## config.mk

```make
export PLATFORM = sky130hd
export DESIGN_NAME = video_pattern_gen
export DESIGN_NICKNAME = d
export VERILOG_FILES = /design/src/rtl/video_pkg.sv /design/src/rtl/video_timing_ctr.sv /design/src/rtl/video_pattern_gen.sv
export SDC_FILE = /design/constraint.sdc
export NUM_CORES = 1
export LEC_CHECK = 0
export BUFFER_PORTS_ARGS = -buffer_cell sky130_fd_sc_hd__clkbuf_2
export CAP_MARGIN = 0
export CORE_MARGIN = 4
export CORE_UTILIZATION = 57
export CTS_CLUSTER_DIAMETER = 30
export DETAILED_ROUTE_END_ITERATION = 10
export PLACE_DENSITY = 0.8
export SETUP_SLACK_MARGIN = 0.4
export SLEW_MARGIN = 30
export SYNTH_ARGS = -nofsm -noshare
export SYNTH_HDL_FRONTEND = slang
export SYNTH_SLANG_ARGS = --single-unit
export TNS_END_PERCENT = 1
```

## constraint.sdc

```tcl
create_clock -name clk -period 3.05 [get_ports clk]
set_clock_uncertainty 0.05 [all_clocks]
set_input_delay 0.1525 -clock clk [delete_from_list [all_inputs] [get_ports clk]]
set_output_delay 0.1525 -clock clk [all_outputs]
set_load 0.05 [all_outputs]
```

## src/rtl/video_pkg.sv

```systemverilog
// Shared video definitions: 1280x720 raster timing, pattern mode
// encodings, colour-bar palette and the timing FSM state type.
package video_pkg;

    localparam int H_SYNC   = 40;
    localparam int H_BP     = 220;
    localparam int H_ACTIVE = 1280;
    localparam int H_FP     = 110;
    localparam int V_SYNC   = 5;
    localparam int V_BP     = 20;
    localparam int V_ACTIVE = 720;
    localparam int V_FP     = 5;
    localparam int H_TOTAL  = H_SYNC + H_BP + H_ACTIVE + H_FP;
    localparam int V_TOTAL  = V_SYNC + V_BP + V_ACTIVE + V_FP;

    localparam logic [1:0] MODE_SOLID = 2'd0;
    localparam logic [1:0] MODE_BARS  = 2'd1;
    localparam logic [1:0] MODE_RAMP  = 2'd2;
    localparam logic [1:0] MODE_CHECK = 2'd3;

    localparam logic [23:0] BAR_WHITE   = 24'hFFFFFF;
    localparam logic [23:0] BAR_YELLOW  = 24'hFFFF00;
    localparam logic [23:0] BAR_CYAN    = 24'h00FFFF;
    localparam logic [23:0] BAR_GREEN   = 24'h00FF00;
    localparam logic [23:0] BAR_MAGENTA = 24'hFF00FF;
    localparam logic [23:0] BAR_RED     = 24'hFF0000;
    localparam logic [23:0] BAR_BLUE    = 24'h0000FF;
    localparam logic [23:0] BAR_BLACK   = 24'h000000;

    typedef enum logic {
        ST_IDLE = 1'b0,
        ST_RUN  = 1'b1
    } vid_state_t;

    function automatic logic [23:0] bar_colour(input logic [2:0] idx);
        logic [23:0] c;
        case (idx)
            3'd0:    c = BAR_WHITE;
            3'd1:    c = BAR_YELLOW;
            3'd2:    c = BAR_CYAN;
            3'd3:    c = BAR_GREEN;
            3'd4:    c = BAR_MAGENTA;
            3'd5:    c = BAR_RED;
            3'd6:    c = BAR_BLUE;
            default: c = BAR_BLACK;
        endcase
        return c;
    endfunction

endpackage

```

## src/rtl/video_timing_ctr.sv

```systemverilog
// Raster timing generator: horizontal/vertical counters plus the IDLE/RUN
// frame FSM. All outputs are combinational flags describing the current
// counter state; the top registers them.
//   clk, rst          : pixel clock, synchronous active-high reset
//   en                : run request, only acted on at frame boundaries
//   hs_raw, vs_raw    : inside sync region (active high, RUN only)
//   active            : inside active picture
//   frame_start       : first clock of a frame (h=0, v=0, RUN)
//   frame_load        : next clock begins a new frame (latch config now)
//   x, y              : active coordinates, 0 outside active picture
//
// state   | meaning
// --------+-----------------------------------------------------------
// ST_IDLE | counters held at 0, no timing emitted, waiting for en
// ST_RUN  | counters advancing; leaves only at frame end with en=0
module video_timing_ctr
    import video_pkg::*;
#(
    parameter int H_SYNC   = video_pkg::H_SYNC,
    parameter int H_BP     = video_pkg::H_BP,
    parameter int H_ACTIVE = video_pkg::H_ACTIVE,
    parameter int H_FP     = video_pkg::H_FP,
    parameter int V_SYNC   = video_pkg::V_SYNC,
    parameter int V_BP     = video_pkg::V_BP,
    parameter int V_ACTIVE = video_pkg::V_ACTIVE,
    parameter int V_FP     = video_pkg::V_FP
) (
    input  logic        clk,
    input  logic        rst,
    input  logic        en,
    output logic        hs_raw,
    output logic        vs_raw,
    output logic        active,
    output logic        frame_start,
    output logic        frame_load,
    output logic [10:0] x,
    output logic [10:0] y
);

    localparam logic [11:0] H_SYNC_END  = 12'(H_SYNC);
    localparam logic [11:0] H_ACT_START = 12'(H_SYNC + H_BP);
    localparam logic [11:0] H_ACT_END   = 12'(H_SYNC + H_BP + H_ACTIVE);
    localparam logic [11:0] H_LAST      = 12'(H_SYNC + H_BP + H_ACTIVE + H_FP - 1);
    localparam logic [11:0] V_SYNC_END  = 12'(V_SYNC);
    localparam logic [11:0] V_ACT_START = 12'(V_SYNC + V_BP);
    localparam logic [11:0] V_ACT_END   = 12'(V_SYNC + V_BP + V_ACTIVE);
    localparam logic [11:0] V_LAST      = 12'(V_SYNC + V_BP + V_ACTIVE + V_FP - 1);

    vid_state_t  state_q, state_d;
    logic [11:0] h_cnt, h_d;
    logic [11:0] v_cnt, v_d;
    logic        h_end, v_end, run;

    assign h_end = (h_cnt == H_LAST);
    assign v_end = (v_cnt == V_LAST);
    assign run   = (state_q == ST_RUN);

    always_ff @(posedge clk) begin
        if (rst) begin
            state_q <= ST_IDLE;
            h_cnt   <= '0;
            v_cnt   <= '0;
        end else begin
            state_q <= state_d;
            h_cnt   <= h_d;
            v_cnt   <= v_d;
        end
    end

    always_comb begin
        state_d    = state_q;
        h_d        = h_cnt;
        v_d        = v_cnt;
        frame_load = 1'b0;
        case (state_q)
            ST_IDLE: begin
                h_d = '0;
                v_d = '0;
                if (en) begin
                    state_d    = ST_RUN;
                    frame_load = 1'b1;
                end
            end
            ST_RUN: begin
                if (h_end) begin
                    h_d = '0;
                    v_d = v_end ? 12'd0 : v_cnt + 12'd1;
                end else begin
                    h_d = h_cnt + 12'd1;
                end
                if (h_end && v_end) begin
                    if (en) frame_load = 1'b1;
                    else    state_d    = ST_IDLE;
                end
            end
            default: begin
                state_d = ST_IDLE;
                h_d     = '0;
                v_d     = '0;
            end
        endcase
    end

    always_comb begin
        hs_raw      = run && (h_cnt < H_SYNC_END);
        vs_raw      = run && (v_cnt < V_SYNC_END);
        active      = run && (h_cnt >= H_ACT_START) && (h_cnt < H_ACT_END)
                          && (v_cnt >= V_ACT_START) && (v_cnt < V_ACT_END);
        frame_start = run && (h_cnt == 12'd0) && (v_cnt == 12'd0);
        x           = active ? 11'(h_cnt - H_ACT_START) : 11'd0;
        y           = active ? 11'(v_cnt - V_ACT_START) : 11'd0;
    end

endmodule

```

## src/rtl/video_pattern_gen.sv

```systemverilog
// Test-pattern video source: raster timing plus pattern fill, all outputs
// registered one clock after the counter state they describe.
//   clk, rst          : pixel clock, synchronous active-high reset
//   en                : run request, sampled at frame boundaries
//   mode, solid_rgb   : pattern select / solid colour, latched per frame
//   hsync_o, vsync_o  : syncs at SYNC_POL level
//   de_o, data_o      : active qualifier and {R,G,B} pixel (0 when de_o=0)
//   pixel_x, pixel_y  : active coordinates (0 when de_o=0)
//   frame_start_o     : one-clock pulse on the first clock of each frame
module video_pattern_gen
    import video_pkg::*;
#(
    parameter int   H_SYNC   = video_pkg::H_SYNC,
    parameter int   H_BP     = video_pkg::H_BP,
    parameter int   H_ACTIVE = video_pkg::H_ACTIVE,
    parameter int   H_FP     = video_pkg::H_FP,
    parameter int   V_SYNC   = video_pkg::V_SYNC,
    parameter int   V_BP     = video_pkg::V_BP,
    parameter int   V_ACTIVE = video_pkg::V_ACTIVE,
    parameter int   V_FP     = video_pkg::V_FP,
    parameter logic SYNC_POL = 1'b1
) (
    input  logic        clk,
    input  logic        rst,
    input  logic        en,
    input  logic [1:0]  mode,
    input  logic [23:0] solid_rgb,
    output logic        hsync_o,
    output logic        vsync_o,
    output logic        de_o,
    output logic [23:0] data_o,
    output logic [10:0] pixel_x,
    output logic [10:0] pixel_y,
    output logic        frame_start_o
);

    localparam logic [11:0] BAR_LAST = 12'(H_ACTIVE / 8 - 1);

    logic        hs_raw, vs_raw, active, frame_start, frame_load;
    logic [10:0] x, y;
    logic [1:0]  mode_q;
    logic [23:0] rgb_q;
    logic [2:0]  bar_idx;
    logic [11:0] bar_tmr;
    logic [23:0] pattern;

    video_timing_ctr #(
        .H_SYNC   (H_SYNC),
        .H_BP     (H_BP),
        .H_ACTIVE (H_ACTIVE),
        .H_FP     (H_FP),
        .V_SYNC   (V_SYNC),
        .V_BP     (V_BP),
        .V_ACTIVE (V_ACTIVE),
        .V_FP     (V_FP)
    ) u_timing (
        .clk         (clk),
        .rst         (rst),
        .en          (en),
        .hs_raw      (hs_raw),
        .vs_raw      (vs_raw),
        .active      (active),
        .frame_start (frame_start),
        .frame_load  (frame_load),
        .x           (x),
        .y           (y)
    );

    // Config is captured on the edge that starts a frame so the whole
    // frame uses one consistent mode/colour.
    always_ff @(posedge clk) begin
        if (rst) begin
            mode_q <= MODE_SOLID;
            rgb_q  <= '0;
        end else if (frame_load) begin
            mode_q <= mode;
            rgb_q  <= solid_rgb;
        end
    end

    // bar_idx/bar_tmr describe the current pixel. Both sit at their start
    // values outside the active picture, so each line's first active pixel
    // begins bar 0 with a full BAR_W count; the index then steps whenever
    // the down-counter hits zero.
    always_ff @(posedge clk) begin
        if (rst || !active) begin
            bar_idx <= '0;
            bar_tmr <= BAR_LAST;
        end else if (bar_tmr == 12'd0) begin
            bar_idx <= bar_idx + 3'd1;
            bar_tmr <= BAR_LAST;
        end else begin
            bar_tmr <= bar_tmr - 12'd1;
        end
    end

    always_comb begin
        pattern = '0;
        case (mode_q)
            MODE_SOLID: pattern = rgb_q;
            MODE_BARS:  pattern = bar_colour(bar_idx);
            MODE_RAMP:  pattern = {x[7:0], x[7:0], x[7:0]};
            MODE_CHECK: pattern = (x[5] ^ y[5]) ? 24'hFFFFFF : 24'h000000;
            default:    pattern = '0;
        endcase
    end

    always_ff @(posedge clk) begin
        if (rst) begin
            hsync_o       <= ~SYNC_POL;
            vsync_o       <= ~SYNC_POL;
            de_o          <= 1'b0;
            data_o        <= '0;
            pixel_x       <= '0;
            pixel_y       <= '0;
            frame_start_o <= 1'b0;
        end else begin
            hsync_o       <= hs_raw ? SYNC_POL : ~SYNC_POL;
            vsync_o       <= vs_raw ? SYNC_POL : ~SYNC_POL;
            de_o          <= active;
            data_o        <= active ? pattern : 24'h000000;
            pixel_x       <= x;
            pixel_y       <= y;
            frame_start_o <= frame_start;
        end
    end

endmodule

```

* Yosys cells after proc, flatten, opt, wreduce, memory -nomap -nowiden
Cells that the tools add are included.
** Word-level totals
- Register bits :: 116
- Word-level logic and storage cells :: 78
** Cells by class
- Add/sub/neg operators :: 6
- Magnitude comparators :: 6
- Equality and inequality tests :: 12
- Multiplexer cells :: 17
- Bitwise logic cells :: 3
- Reductions and logical operators :: 18
** Operators by type and width (number)
- $pmux W24 S7 :: 1
- $pmux W24 S4 :: 1
- $pmux W12 S2 :: 2
- $logic_not A12 Y1 :: 3
- $mux W12 :: 3
- $add A12 B1 Y12 const B :: 2
- $mux W24 :: 1
- $eq A12 B10 Y1 const B :: 1
- $eq A12 B11 Y1 const B :: 1
- $ge A12 B5 Y1 const B :: 1
- $ge A12 B9 Y1 const B :: 1
- $lt A12 B10 Y1 const B :: 1
- $lt A12 B11 Y1 const B :: 1
- $lt A12 B3 Y1 const B :: 1
- $lt A12 B6 Y1 const B :: 1
- $sub A12 B1 Y12 const B :: 1
- $sub A11 B5 Y11 const B :: 1
- $sub A11 B9 Y11 const B :: 1
- $eq A3 B3 Y1 const B :: 3
- $logic_and A1 B1 Y1 :: 9
- $mux W8 :: 1
- $eq A3 B2 Y1 const B :: 2
- $mux W6 :: 1
- $mux W1 :: 5
- other kinds (13) :: 17

* Longest topological paths before layout
Gate-level depths: netlist of the first run.
- Word-level depth :: 9
- Mapped depth :: 11
- Depth with buffers taken out :: 8

* By module
Synthesis of the first run repeated with hierarchy kept, for this count alone.
** Unflattened totals
- Cell total of the unflattened synthesis :: 597
- Area, all modules :: 5317.6 sq um
** By module, submodules not included
- video_pattern_gen :: instances 1, cells each 338, area each 3369.5 sq um, sequential area each 1821.7 sq um
- video_timing_ctr :: instances 1, cells each 259, area each 1948.1 sq um, sequential area each 500.5 sq um

* Worst setup path before layout of the first run
OpenSTA, ideal clock, no wires.
- Path type :: reg-to-reg
- Start :: register u_timing.h_cnt[2]
- End :: register bar_tmr[0]
- Arrival time :: 2.566 ns
- Setup slack :: 0.307 ns
- Stages on the path, launching flop included :: 11
- Buffers on the path :: 3
- Clock period less this slack :: 2.743 ns
- Cells stage by stage :: dfxtp_1 clkbuf_1 inv_1 ha_1 nor3b_4 a21boi_0 o32ai_1 or4_1 buf_2 buf_6 or3_1
** Between the ends
- Word-level cells in the longest chain between the ends :: 8
** Ends and longest elaborated chain
- from (decl) :: line video_timing_ctr.sv:50 : logic [11:0] h_cnt, h_d;
- from (signal assigned) :: line video_timing_ctr.sv:61 : h_cnt <= '0;
- from (signal assigned) :: line video_timing_ctr.sv:65 : h_cnt <= h_d;
- $ge A12 B9 Y1 :: line video_timing_ctr.sv:107 : active = run && (h_cnt >= H_ACT_START) && (h_cnt < H_ACT_END)
- $logic_and A1 B1 Y1 :: line video_timing_ctr.sv:107
- $logic_and A1 B1 Y1 * :: line video_timing_ctr.sv:107
- $logic_and A1 B1 Y1 * (2 in series) :: line video_timing_ctr.sv:108 : && (v_cnt >= V_ACT_START) && (v_cnt < V_ACT_END);
- $logic_not A1 Y1 * :: line video_pattern_gen.sv:86 : if (rst || !active) begin
- $logic_or A1 B1 Y1 * :: line video_pattern_gen.sv:86
- $reduce_or A2 Y1 (no line) *
- to (signal assigned) :: line video_pattern_gen.sv:93 : bar_tmr <= bar_tmr - 12'd1;
- to (decl) :: line video_pattern_gen.sv:44 : logic [11:0] bar_tmr;
Mark *: on every way between the ends. The rest lies on a longest branch, timed or not.
A chain may end at the register's enable or synchronous reset.

* Final worst setup path of the first run
- Start :: register u_timing.h_cnt[3]
- End :: register bar_tmr[4]
Same word-level chain as after synthesis.

==> results of run 1 <==
worst max-delay path: stages (launching register included):
cell and delay, ns:
dfxtp_2 0.36, inv_1 0.09, ha_2 0.20, nor3b_4 0.26, nor3b_4 0.24, o32ai_1 0.12
or4_4 0.55, buf_12 0.18, or3_1 0.37
stage by stage:
stage / cell area [um^2] / hold slack, ns / std cells / util [%]
floorplan: 5190 / 0.269 / 581 / -
global placement: 5590 / 0.364 / 734 / 63.5
detailed placement: 5600 / 0.363 / 734 / 63.5
CTS: 6480 / 0.120 / 793 / 73.5
global route: 6550 / 0.152 / 796 / 74.3
finish: 6550 / 0.130 / 796 / 74.3
area by class of cell:
cell class | count | area, um^2 | share of cell area [%]
clock buffers | 23 | 477 | 7.28
clock inverters | 9 | 125 | 1.91
inverters | 17 | 67.6 | 1.03
multi-input cells | 403 | 2610 | 39.8
flip-flops and latches | 116 | 2320 | 35.5
well taps | 108 | 135 | 2.06
repair buffers | 120 | 811 | 12.4
final timing paths:
path,startpoint,to,slack (ns),depth (start not counted)
setup / recovery,u_timing.h_cnt[3],bar_tmr[4],0.51,8
hold / removal,en,u_timing.run,0.13,3
setup reg to reg,u_timing.h_cnt[3],bar_tmr[4],0.51,8
hold reg to reg,rgb_q[15],rgb_q[15],0.42,2
logic make-up after synthesis:
kind of cell	Yosys count	synth area share (%)
xor+xnor	40	6.75
flops	116	44.8
mux	3	0.579
buf+inv	62	5.33
compound gates	89	10.7
simple gates	255	28.0
fa+ha+maj	16	3.86
routing by layer:
layer / vias up / part of all wire [%] / track usage (%)
li1: 2220 / - / -
met1: 2199 / 43 / 34.4
met2: 204 / 48 / 40.9
met3: 38 / 6.9 / 7.98
met4: 0 / 2.6 / 10.3
met5: - / 0 / 0
sequential cells by signal, summed over array words and instances, names as in the netlist:
| register | cells |
|---|---|
| de_o | 1 |
| data_o | 24 |
| vsync_o | 1 |
| u_timing.v_cnt | 12 |
| frame_start_o | 1 |
| pixel_y | 11 |
| hsync_o | 1 |
| bar_idx | 3 |
| u_timing.h_cnt | 12 |
| bar_tmr | 12 |
| rgb_q | 24 |
| mode_q | 2 |
| u_timing.run | 1 |
| pixel_x | 11 |
synth_stat cells, types with 3 or more instances:
| master | n |
|---|---|
| o31ai_1 | 5 |
| nand3_1 | 6 |
| inv_1 | 16 |
| mux2i_1 | 3 |
| nor2_1 | 77 |
| clkbuf_1 | 25 |
| nand2b_1 | 30 |
| or3_1 | 8 |
| and3_1 | 7 |
| a21oi_1 | 20 |
| and4_1 | 3 |
| or2_2 | 3 |
| nand4b_1 | 28 |
| nand2_1 | 25 |
| buf_6 | 3 |
| or4_1 | 6 |
| ha_1 | 16 |
| a221oi_1 | 4 |
| o311a_1 | 3 |
| xnor2_1 | 17 |
| nor4_1 | 18 |
| buf_2 | 14 |
| nor3_1 | 13 |
| dfxtp_1 | 116 |
| o21ai_1 | 4 |
| o21ai_0 | 32 |
| xor2_1 | 23 |
| nand4_1 | 10 |
| and2_1 | 5 |
report_power, final:
group	leakage, uW	internal [uW]	switching, uW
clock	0.000294	1320	670
combinational	0.00145	88.1	111
sequential	0.000940	1540	22.4
total	0.00268	2950	803
what timing repair did:
action	CTS	global route
cloned	0	1
endpoints found under the hold margin	28	0
hold buffers	27	0
resized for setup	4	8
setup endpoints to repair	31	27
pin swaps	0	1
setup buffers	0	2
==> results by stage, run 1 <==
Outcome:
- The run finished with clean final reports.

Cells and area:
- The filler cells instantiated in the layout total 630.
- The top cell types in the final layout, fill and taps aside, are dfxtp_1, clkbuf_2, nor2_1, o21ai_0, nand2b_1.
- After the last flow step, the layout net total stands at just over 700.
- From synthesis to final layout, the design area changed by 26.2%.
- The fraction of final layout cells sized beyond drive strength 1 is 20.3%.
- The library cell used most frequently in the layout, excluding fill and tap cells, is dfxtp_1.
- The number of antenna diodes is 0.

STA:
- The number of endpoints with negative hold slack in the final report is 0.
- The number of max-slew violations in the final report came to 0.
- Setup repair after global routing left no endpoint under its margin.
- The minimum period implied by the final worst setup slack is ~2.5 ns.
- The portion of the clock cycle consumed by the worst path in the final layout is 83.3%.
- Adding up every negative setup slack in the final design gives 0 ns.
- The worst-case headroom to the max-slew limit is 33.8%.
- The final setup violation count is 0.
- At the pin with the least slew margin, the transition time is 0.985 ns.
- The maximum clock frequency is roughly 0.4 GHz.
- The worst path meets setup with 0.508 ns of slack.

Synth:
- In the synthesized netlist the async set-or-reset flop fraction comes to 0%.
- In this run, synthesis inferred 0 flip-flops with an integrated enable.
- Summing every instance area after synthesis gives slightly above 5000 um^2.
- The synthesis warning total is 0.
- The net count after synthesis is 626.
- In this run, distinct cell masters in the synthesized netlist total 58.
- The proportion of synthesized chip area in sequential cells is 44.8%.
- The register bit count reported by yosys is 116.
- The top-area cell type share of the netlist area is between 40% and 50%.
- dfxtp_1 takes more of the synthesized area than any other cell.
- The most instantiated flip-flop cell in the synthesis netlist is dfxtp_1.
- Yosys attributes the largest share of cell area to dfxtp_1, nor2_1, nand4b_1.
- Synthesis produced a netlist whose cell count is 581.
- The average instance in the mapped netlist occupies 8.93 um^2.

GRT:
- The via count of the first global-routing pass came to 4344.
- The total overflow left after global routing is 0.
- Entering global routing, the biggest net connects 55 pins.
- The global router's overall resource usage is 26.3%.
- The wire length of the first global-routing pass is 21.7 mm.
- The number of antenna violations at the first check in global routing is 0.

Power and ir drop:
- The leakage power is 0.00268 uW.
- After layout, the design draws a total of 3760 uW.
- Across the VDD grid, the largest voltage drop is 0.376 mV.
- Dividing total power by cell area gives a power density of 574 nW/um^2.

Floorplanning:
- The core outline area is 8810 um^2.
- In this run the count of I/O pins placed on the die edge is 79.
- From bottom edge to top edge, the die measures roughly 100 um.
- From left edge to right edge, the die measures ~100 um.
- Once the floorplan was initialized, standard cells occupied 58.9% of the core.
- The area of the die is around 11000 um^2.
- The site row count is 34.

Clock tree:
- The clock reaches the later pin of the worst-skew pair after 0.52 ns.
- The clock sink count is 116.
- TritonCTS built the clock tree.
- Clock-pin slew was measured on the worst setup and hold paths at 0.05 ns.
- CTS built an H-tree with a depth of 4.
- CTS placed an instance of clkbuf_8 at the clock tree root.
- The worst-case clock buffer depth is 2.
- The number of CTS-inserted buffers is 17.

Drt:
- The detail route stage leaves a number of antenna-violating nets equal to 0.
- The residual DRC count is 0.
- The total vias in the final route is approximately 4700.
- The detailed-route wire length is 13.7 mm.
- In the routed layout, each cell is associated on average with a via count of between 5 and 6.
- Before antenna repair, the detailed router went through 5 iterations.
- After the first detailed-routing iteration, the DRC count stood at 361.
- The average detailed-routed wire length per instance is 17.3 um.

Place:
- The wire-length estimate of the detail-placed layout is 8.79 mm.
- Prior to clock tree synthesis, the placed netlist has a worst setup slack of 0.220 ns.
- In this run the tool buffered the top-level ports with 78 buffer cells.
- The congestion estimate from routability-driven global placement came to 0.945.

Setup path:
- For the worst setup path, the data arrival time is 2.89 ns.
- The type of element launching the critical path is a flip-flop.
- The worst setup path is captured at a flip-flop.
- The required time reported for the critical path endpoint is 3.40 ns.
- In this run the worst path has a maximum fanout of 15.
- The critical path in this run is classified as reg -> reg.

Run:
- The number of max-cap violations is 0.

Min path:
- The tightest min-delay check is of the in -> reg type.
Note: power is estimated with default switching activity, not from simulation.
==> run 2, diff against run 1 <==
--- a/config.mk
+++ b/config.mk
@@ -8,10 +8,10 @@
 export BUFFER_PORTS_ARGS = -buffer_cell sky130_fd_sc_hd__clkbuf_2
 export CAP_MARGIN = 0
 export CORE_MARGIN = 4
-export CORE_UTILIZATION = 57
+export CORE_UTILIZATION = 51
 export CTS_CLUSTER_DIAMETER = 30
 export DETAILED_ROUTE_END_ITERATION = 10
-export PLACE_DENSITY = 0.8
+export PLACE_DENSITY = 0.76
 export SETUP_SLACK_MARGIN = 0.4
 export SLEW_MARGIN = 30
 export SYNTH_ARGS = -nofsm -noshare
==> constraint.sdc (replaced) <==
create_clock -name clk -period 2.15 [get_ports clk]
set_clock_uncertainty 0.05 [all_clocks]
set_input_delay 0.1075 -clock clk [delete_from_list [all_inputs] [get_ports clk]]
set_output_delay 0.1075 -clock clk [all_outputs]
set_load 0.05 [all_outputs]
==> results by stage, run 2 (synthesis results as in run 1) <==
Place:
- The weighted congestion reported at the end of routability-driven placement is 0.936.
- The HPWL reported at the end of detailed placement is roughly 10 mm.
- In this run, placement finished with an instance count of 820.
- The number of buffers inserted by port buffering is 78.

STA:
- The number of endpoints with negative hold slack in the final report was 0.
- The portion of the clock cycle consumed by the worst path in the final layout is 113%.
- For the pin with the worst max-slew slack, the measured transition is 1.19 ns.
- The routed design could run at a clock period as short as 2.43 ns.
- Setup repair after global routing could not meet its margin everywhere.
- The worst-case headroom to the max-slew limit is 19.8%.
- The maximum clock frequency is 0.412 GHz.
- The final setup violation count is 53.
- The number of max-slew violations in the final report is 0.
- Across all setup checks in the final design, the least slack found is -0.279 ns.

Setup path:
- The worst setup path is of the reg -> reg kind.
- The number of buffers and inverters on the critical path is 4.
- Walking the worst path, the cells encountered are inv_4 > ha_4 > nor3b_4 > buf_4 > a21boi_2 > o32ai_1 > or4_4 > buf_6 > buf_12 > nor4_1.
- The slowest cell on the critical path is or4_4.
- STA classifies the critical path startpoint as a flip-flop.
- At the worst endpoint, the arrival time is between 2 and 3 ns.
- The endpoint class of the critical path is a flip-flop.
- The required time reported for the critical path endpoint is 2.52 ns.
- On the worst path, the slowest cell contributes a delay of 0.51 ns.
- Of all nets on the critical path, the largest fanout is 11.
- The kind of cell with the highest combined delay along the critical path is simple AND/OR/NAND/NOR gates.

GRT:
- For this run the aggregate overflow at the end of global routing stands at 0.
- The pin count of the biggest net entering global routing is 55.
- The number of antenna violations at the first check in global routing is 0.
- The global router's overall resource usage is approximately 26%.
- The via count of the first global-routing pass is 4758.
- The first global-routing pass estimated 23.8 mm of wire.

Drt:
- The detail route stage leaves a number of antenna-violating nets equal to 0.
- The number of DRC markers after the initial detailed-route iteration is about 540.
- The average detailed-routed wire length per instance is 17.4 um.
- For this run, design rule violations remaining after detail routing come to 0.
- The detailed-route wire length is between 15 and 20 mm.
- The detailed-routing iteration count for the pre-antenna-repair pass is 6.
- The vias per cell is 5.65.
- The total vias in the final route is 4995.

Min path:
- The path class of the tightest hold or removal check is in -> reg.

Floorplanning:
- The area of the die is 11800 um^2.
- The number of placed I/O pins is slightly below 80.
- The initial cell density of the core is 52.8%.
- From bottom edge to top edge, the die measures between 100 and 150 um.
- The horizontal die dimension is approximately 110 um.
- The core outline area is 9820 um^2.
- The site row count is 36.

Clock tree:
- TritonCTS created 17 clock buffers.
- The worst-case clock buffer depth is 2.
- The clock tree from TritonCTS is built.
- Clock latency on the worst-skew pair, taken at its later pin, is 0.53 ns.
- The clock-pin transition on the worst setup and hold timing paths is 0.06 ns.
- The count of H-tree levels built during CTS is 4.
- The root cell of the clock tree is clkbuf_8.
- Clock tree synthesis found a total of 116 sinks.

Cells and area:
- Compared with the post-synthesis result, the final layout area differs by 42.4%.
- Registers take between 2000 and 2500 um^2.
- The number of antenna diodes is 0.
- Leaving out fill and tap cells, the most frequent cell in the layout is dfxtp_1.
- The fill cell total of the finished layout is between 600 and 700.
- Leaving out filler cells and counting taps, the final layout contains 884.
- The utilization after layout is roughly three quarters.
- The fraction of final layout cells sized beyond drive strength 1 is 33.0%.
- The total number of nets in the final design is 783.
- The area occupied by multi-input gates is between 2000 and 3000 um^2.
- The largest registers in the layout are data_o x24, rgb_q x24.
- In the layout the commonest cells are dfxtp_1, clkbuf_2, nor2_1, buf_4, nand2b_1.

Outcome:
- The flow ran to the end, but the final reports show violations.
- The checks that failed: negative setup slack.

Run:
- Max-cap violations in this run came to 0.

Power and ir drop:
- The analysis attributes to cell leakage a power of 0.00305 uW.
- VDD sags by at most 0.517 mV.
- The total power of the final layout is 5520 uW.
- The power density relative to cell area is 748 nW/um^2.
run 2: worst reg2reg max path, cell delays in order (launching register included):
cell and delay [ns]:
dfxtp_2 0.36, inv_4 0.05, ha_4 0.15, nor3b_4 0.15, buf_4 0.14, a21boi_2 0.16, o32ai_1 0.11, or4_4 0.51
buf_6 0.17, buf_12 0.16, nor4_1 0.31
run 2: where the power goes:
group | internal, uW | total (uW) | switching, uW
registers | 2190 | 2220 | 29.2
logic | 156 | 356 | 199
clock network | 1970 | 2950 | 983
total | 4310 | 5520 | 1210
run 2: layer usage:
layer / vias up / part of all wire (%) / GRT usage, %
li1: 2353 / - / -
met1: 2338 / 40 / 32.4
met2: 251 / 48 / 42.4
met3: 53 / 8.7 / 6.93
met4: 0 / 3.0 / 11.2
met5: - / 0 / 0
run 2: path summary, 6_finish.rpt:
check / cells after the start / from / slack [ns] / end
worst min-delay path: 3 / rst / 0.06 / u_timing.run
worst min register to register: 2 / rgb_q[16] / 0.44 / rgb_q[16]
worst max-delay path: 10 / u_timing.h_cnt[2] / -0.28 / data_o[0]
worst max register to register: 10 / u_timing.h_cnt[2] / -0.28 / data_o[0]
run 2: per-stage QoR:
step                      instance area (um^2)  TNS, ns  worst slack, ns  hold slack [ns]
after floorplan                           5220    -8.72           -0.273            0.224
after global placement                    6140    -8.35           -0.237            0.315
after detailed placement                  6140   -13.78           -0.368            0.323
after CTS                                 7250    -5.21           -0.175           0.0319
after global routing                      7390   -14.53           -0.383            0.102
final                                     7390    -7.99           -0.279           0.0576
run 2: cell type report:
cell class              count  share of cell area (%)
well taps                 133                    2.25
clock inverters             9                    2.03
multi-input cells         403                    39.0
repair buffers            183                    17.9
inverters                  17                   0.949
clock buffers              23                    6.32
flip-flops and latches    116                    31.5
run 2: repair_timing:
action,4_1_cts,5_1_grt
hold buffers,28,0
setup endpoints to repair,113,115
gates resized for setup,67,25
buffers inserted,2,2
pin swaps,33,5
endpoints found under the hold margin,28,0
==> run 3, diff against run 2 <==
--- a/config.mk
+++ b/config.mk
@@ -11,7 +11,7 @@
 export CORE_UTILIZATION = 51
 export CTS_CLUSTER_DIAMETER = 30
 export DETAILED_ROUTE_END_ITERATION = 10
-export PLACE_DENSITY = 0.76
+export PLACE_DENSITY = 0.87
 export SETUP_SLACK_MARGIN = 0.4
 export SLEW_MARGIN = 30
 export SYNTH_ARGS = -nofsm -noshare
==> constraint.sdc (replaced) <==
create_clock -name clk -period 2.15 [get_ports clk]
set_clock_uncertainty 0.05 [all_clocks]
set_input_delay 0.3225 -clock clk [delete_from_list [all_inputs] [get_ports clk]]
set_output_delay 0.3225 -clock clk [all_outputs]
set_load 0.05 [all_outputs]
==> results by stage, run 3 (synthesis results as in run 1) <==
Clock tree:
- The clock tree from TritonCTS is built.
- The number of CTS-inserted buffers is 17.
- The tree is rooted in a clkbuf_8.
- Clock tree synthesis found a total of 116 sinks.
- In this run the deepest clock path goes through 2 buffers.
- The clock-pin transition on the worst setup and hold timing paths is 0.06 ns.
- At the later pin of the worst-skew pair, clock insertion delay measures 0.53 ns.
- The count of H-tree levels built during CTS is 4.

Drt:
- The detailed-routing iteration count for the pre-antenna-repair pass is 5.
- The count of nets left with antenna violations after detail routing is 0.
- The number of DRC markers after the initial detailed-route iteration is 426.
- In the routed design, unresolved DRC markers number 0.
- For this block, the routed nets add up to around 15 mm of wire.
- The total vias in the final route is 4885.
- Dividing the detail-routed wire length by the instance count gives 17.0 um.
- In the routed layout, each cell is associated on average with a via count of 5.66.

Power and ir drop:
- The clock network burns between 50% and 60% of the power.
- The worst-case IR drop observed on VDD is 0.431 mV.
- The combinational share of power is 5.9%.
- Per report_power, the sequential group accounts for between 40% and 50% of the total.
- The switching part of the total is 23.4%.
- For this design the static power due to leakage is ~0.0029 uW.
- The internal power consumption is 3950 uW.
- The total power of the final layout is 5150 uW.
- The switching power total is around 1200 uW.
- The power density relative to cell area is 738 nW/um^2.

Setup path:
- Of all nets on the critical path, the largest fanout is 23.
- The critical path is of the reg -> reg type.
- The worst setup path is captured at a flip-flop.
- The critical path arrival is 2.74 ns.
- The type of element launching the critical path is a flip-flop.
- At the worst endpoint, the required time is roughly 2.5 ns.

Outcome:
- The final reports fail on negative setup slack.
- The run finished, with violations left.

GRT:
- The number of antenna violations at the first check in global routing is 0.
- The via count of the first global-routing pass is ~4800.
- The wire length of the first global-routing pass is 23.4 mm.
- The total overflow left after global routing is 0.
- The pin count of the biggest net entering global routing is 55.
- Global routing used between 20 and 30% of the available tracks.

STA:
- The number of endpoints with negative hold slack in the final report is 0.
- The actual slew at the worst max-slew pin is about 0.76 ns.
- Across all setup checks in the final design, the least slack found is -0.240 ns.
- The portion of the clock cycle consumed by the worst path in the final layout is 111%.
- Subtracting the final worst setup slack from the clock period gives 2.39 ns.
- The worst-case headroom to the max-slew limit is 49.2%.
- Setup repair after global routing could not meet its margin everywhere.
- The number of max-slew violations in the final report is 0.
- The accumulated negative setup slack is -5.40 ns.
- The maximum clock frequency is around 0.42 GHz.
- The hold slack is 0.0192 ns.
- The final setup violation count is 51.

Cells and area:
- The area occupied by multi-input gates is 2770 um^2.
- The count of non-filler cells in the finished layout is 863.
- From synthesis to final layout, the design area changed by 34.6%.
- Cells with a size suffix above 1 make up 32.5% of the layout.
- The leading cell type in the layout, fill and taps excluded is dfxtp_1.
- The net count of the finished layout is roughly 760.
- The largest registers in the layout are data_o x24, rgb_q x24.
- The area taken by flip-flops and latches is 2330 um^2.
- After filler insertion, the fill cell instance count of the layout stands at 702.
- In the layout the commonest cells are dfxtp_1, clkbuf_2, buf_4, nor2_1.
- 0 antenna diodes ended up in the layout.

Floorplanning:
- The die covers 11800 um^2.
- The floorplan step defined a core boundary enclosing 9820 um^2.
- The initial utilization of the core area, before any placement, comes to around 53%.
- In this run the horizontal extent of the chip is between 100 and 150 um.
- The site row count is 36.
- The number of placed I/O pins is 79.
- The die is between 100 and 150 um tall.

Place:
- Buffers placed on the I/O ports in this run total roughly 80.
- Counting tap cells, the placed design contains a total of 823 instances.
- The pre-CTS setup slack is -0.420 ns.
- The HPWL reported at the end of detailed placement is approximately 10 mm.
- The congestion estimate from routability-driven global placement came to 0.926.

Min path:
- The worst hold path belongs to the class in -> reg.

Run:
- Max-cap violations in this run came to 0.
[run 3: critical path: stages, from the launching register on]
cell and delay, ns:
dfxtp_2 0.35, inv_2 0.06, ha_4 0.15, nor3b_4 0.15, buf_4 0.15, a21boi_2 0.14, o32ai_1 0.11, or4_4 0.52
buf_12 0.18, or3_1 0.39
[run 3: metal layers]
metal	vias to the layer above	track usage (%)	part of all wire [%]
met1	2285	29.7	40
met4	0	12.4	3.5
met3	47	6.22	7.3
li1	2303	-	-
met2	250	44.1	50
met5	-	0	0
[run 3: power groups by stage]
stage	Sequential [uW]	Clock, uW	Combinational, uW
after floorplan	2260	0	160
after global placement	2250	0	253
after detailed placement	2250	0	265
after CTS	2210	2650	293
after global routing	2210	2760	327
final	2210	2640	302
[run 3: layout make-up]
cell class / count / area share, %
flip-flops and latches: 116 / 33.4
inverters: 17 / 1.00
well taps: 133 / 2.38
clock inverters: 14 / 1.97
multi-input cells: 403 / 39.7
repair buffers: 162 / 15.6
clock buffers: 18 / 5.99
[run 3: worst paths after layout]
| path | startpoint | endpoint | slack (ns) | depth (start not counted) |
|---|---|---|---|---|
| worst min-delay path | solid_rgb[5] | rgb_q[5] | 0.02 | 3 |
| worst max-delay path | u_timing.h_cnt[3] | bar_tmr[7] | -0.24 | 9 |
| worst max register to register | u_timing.h_cnt[3] | bar_tmr[7] | -0.24 | 9 |
| worst min register to register | rgb_q[22] | rgb_q[22] | 0.42 | 2 |
[run 3: through the flow]
stage                     instance area (um^2)  utilization (%)
final                                     6980             71.1
after CTS                                 6950             70.8
after global routing                      6980             71.1
after detailed placement                  6130             62.5
after floorplan                           5220                -
after global placement                    6130             62.5
[run 3: repair_timing]
action,in CTS,in global routing
endpoints found under the setup margin,113,114
gates resized for setup,45,9
endpoints found under the hold margin,7,0
buffers inserted,1,0
hold buffers,7,0
pin swaps,21,5
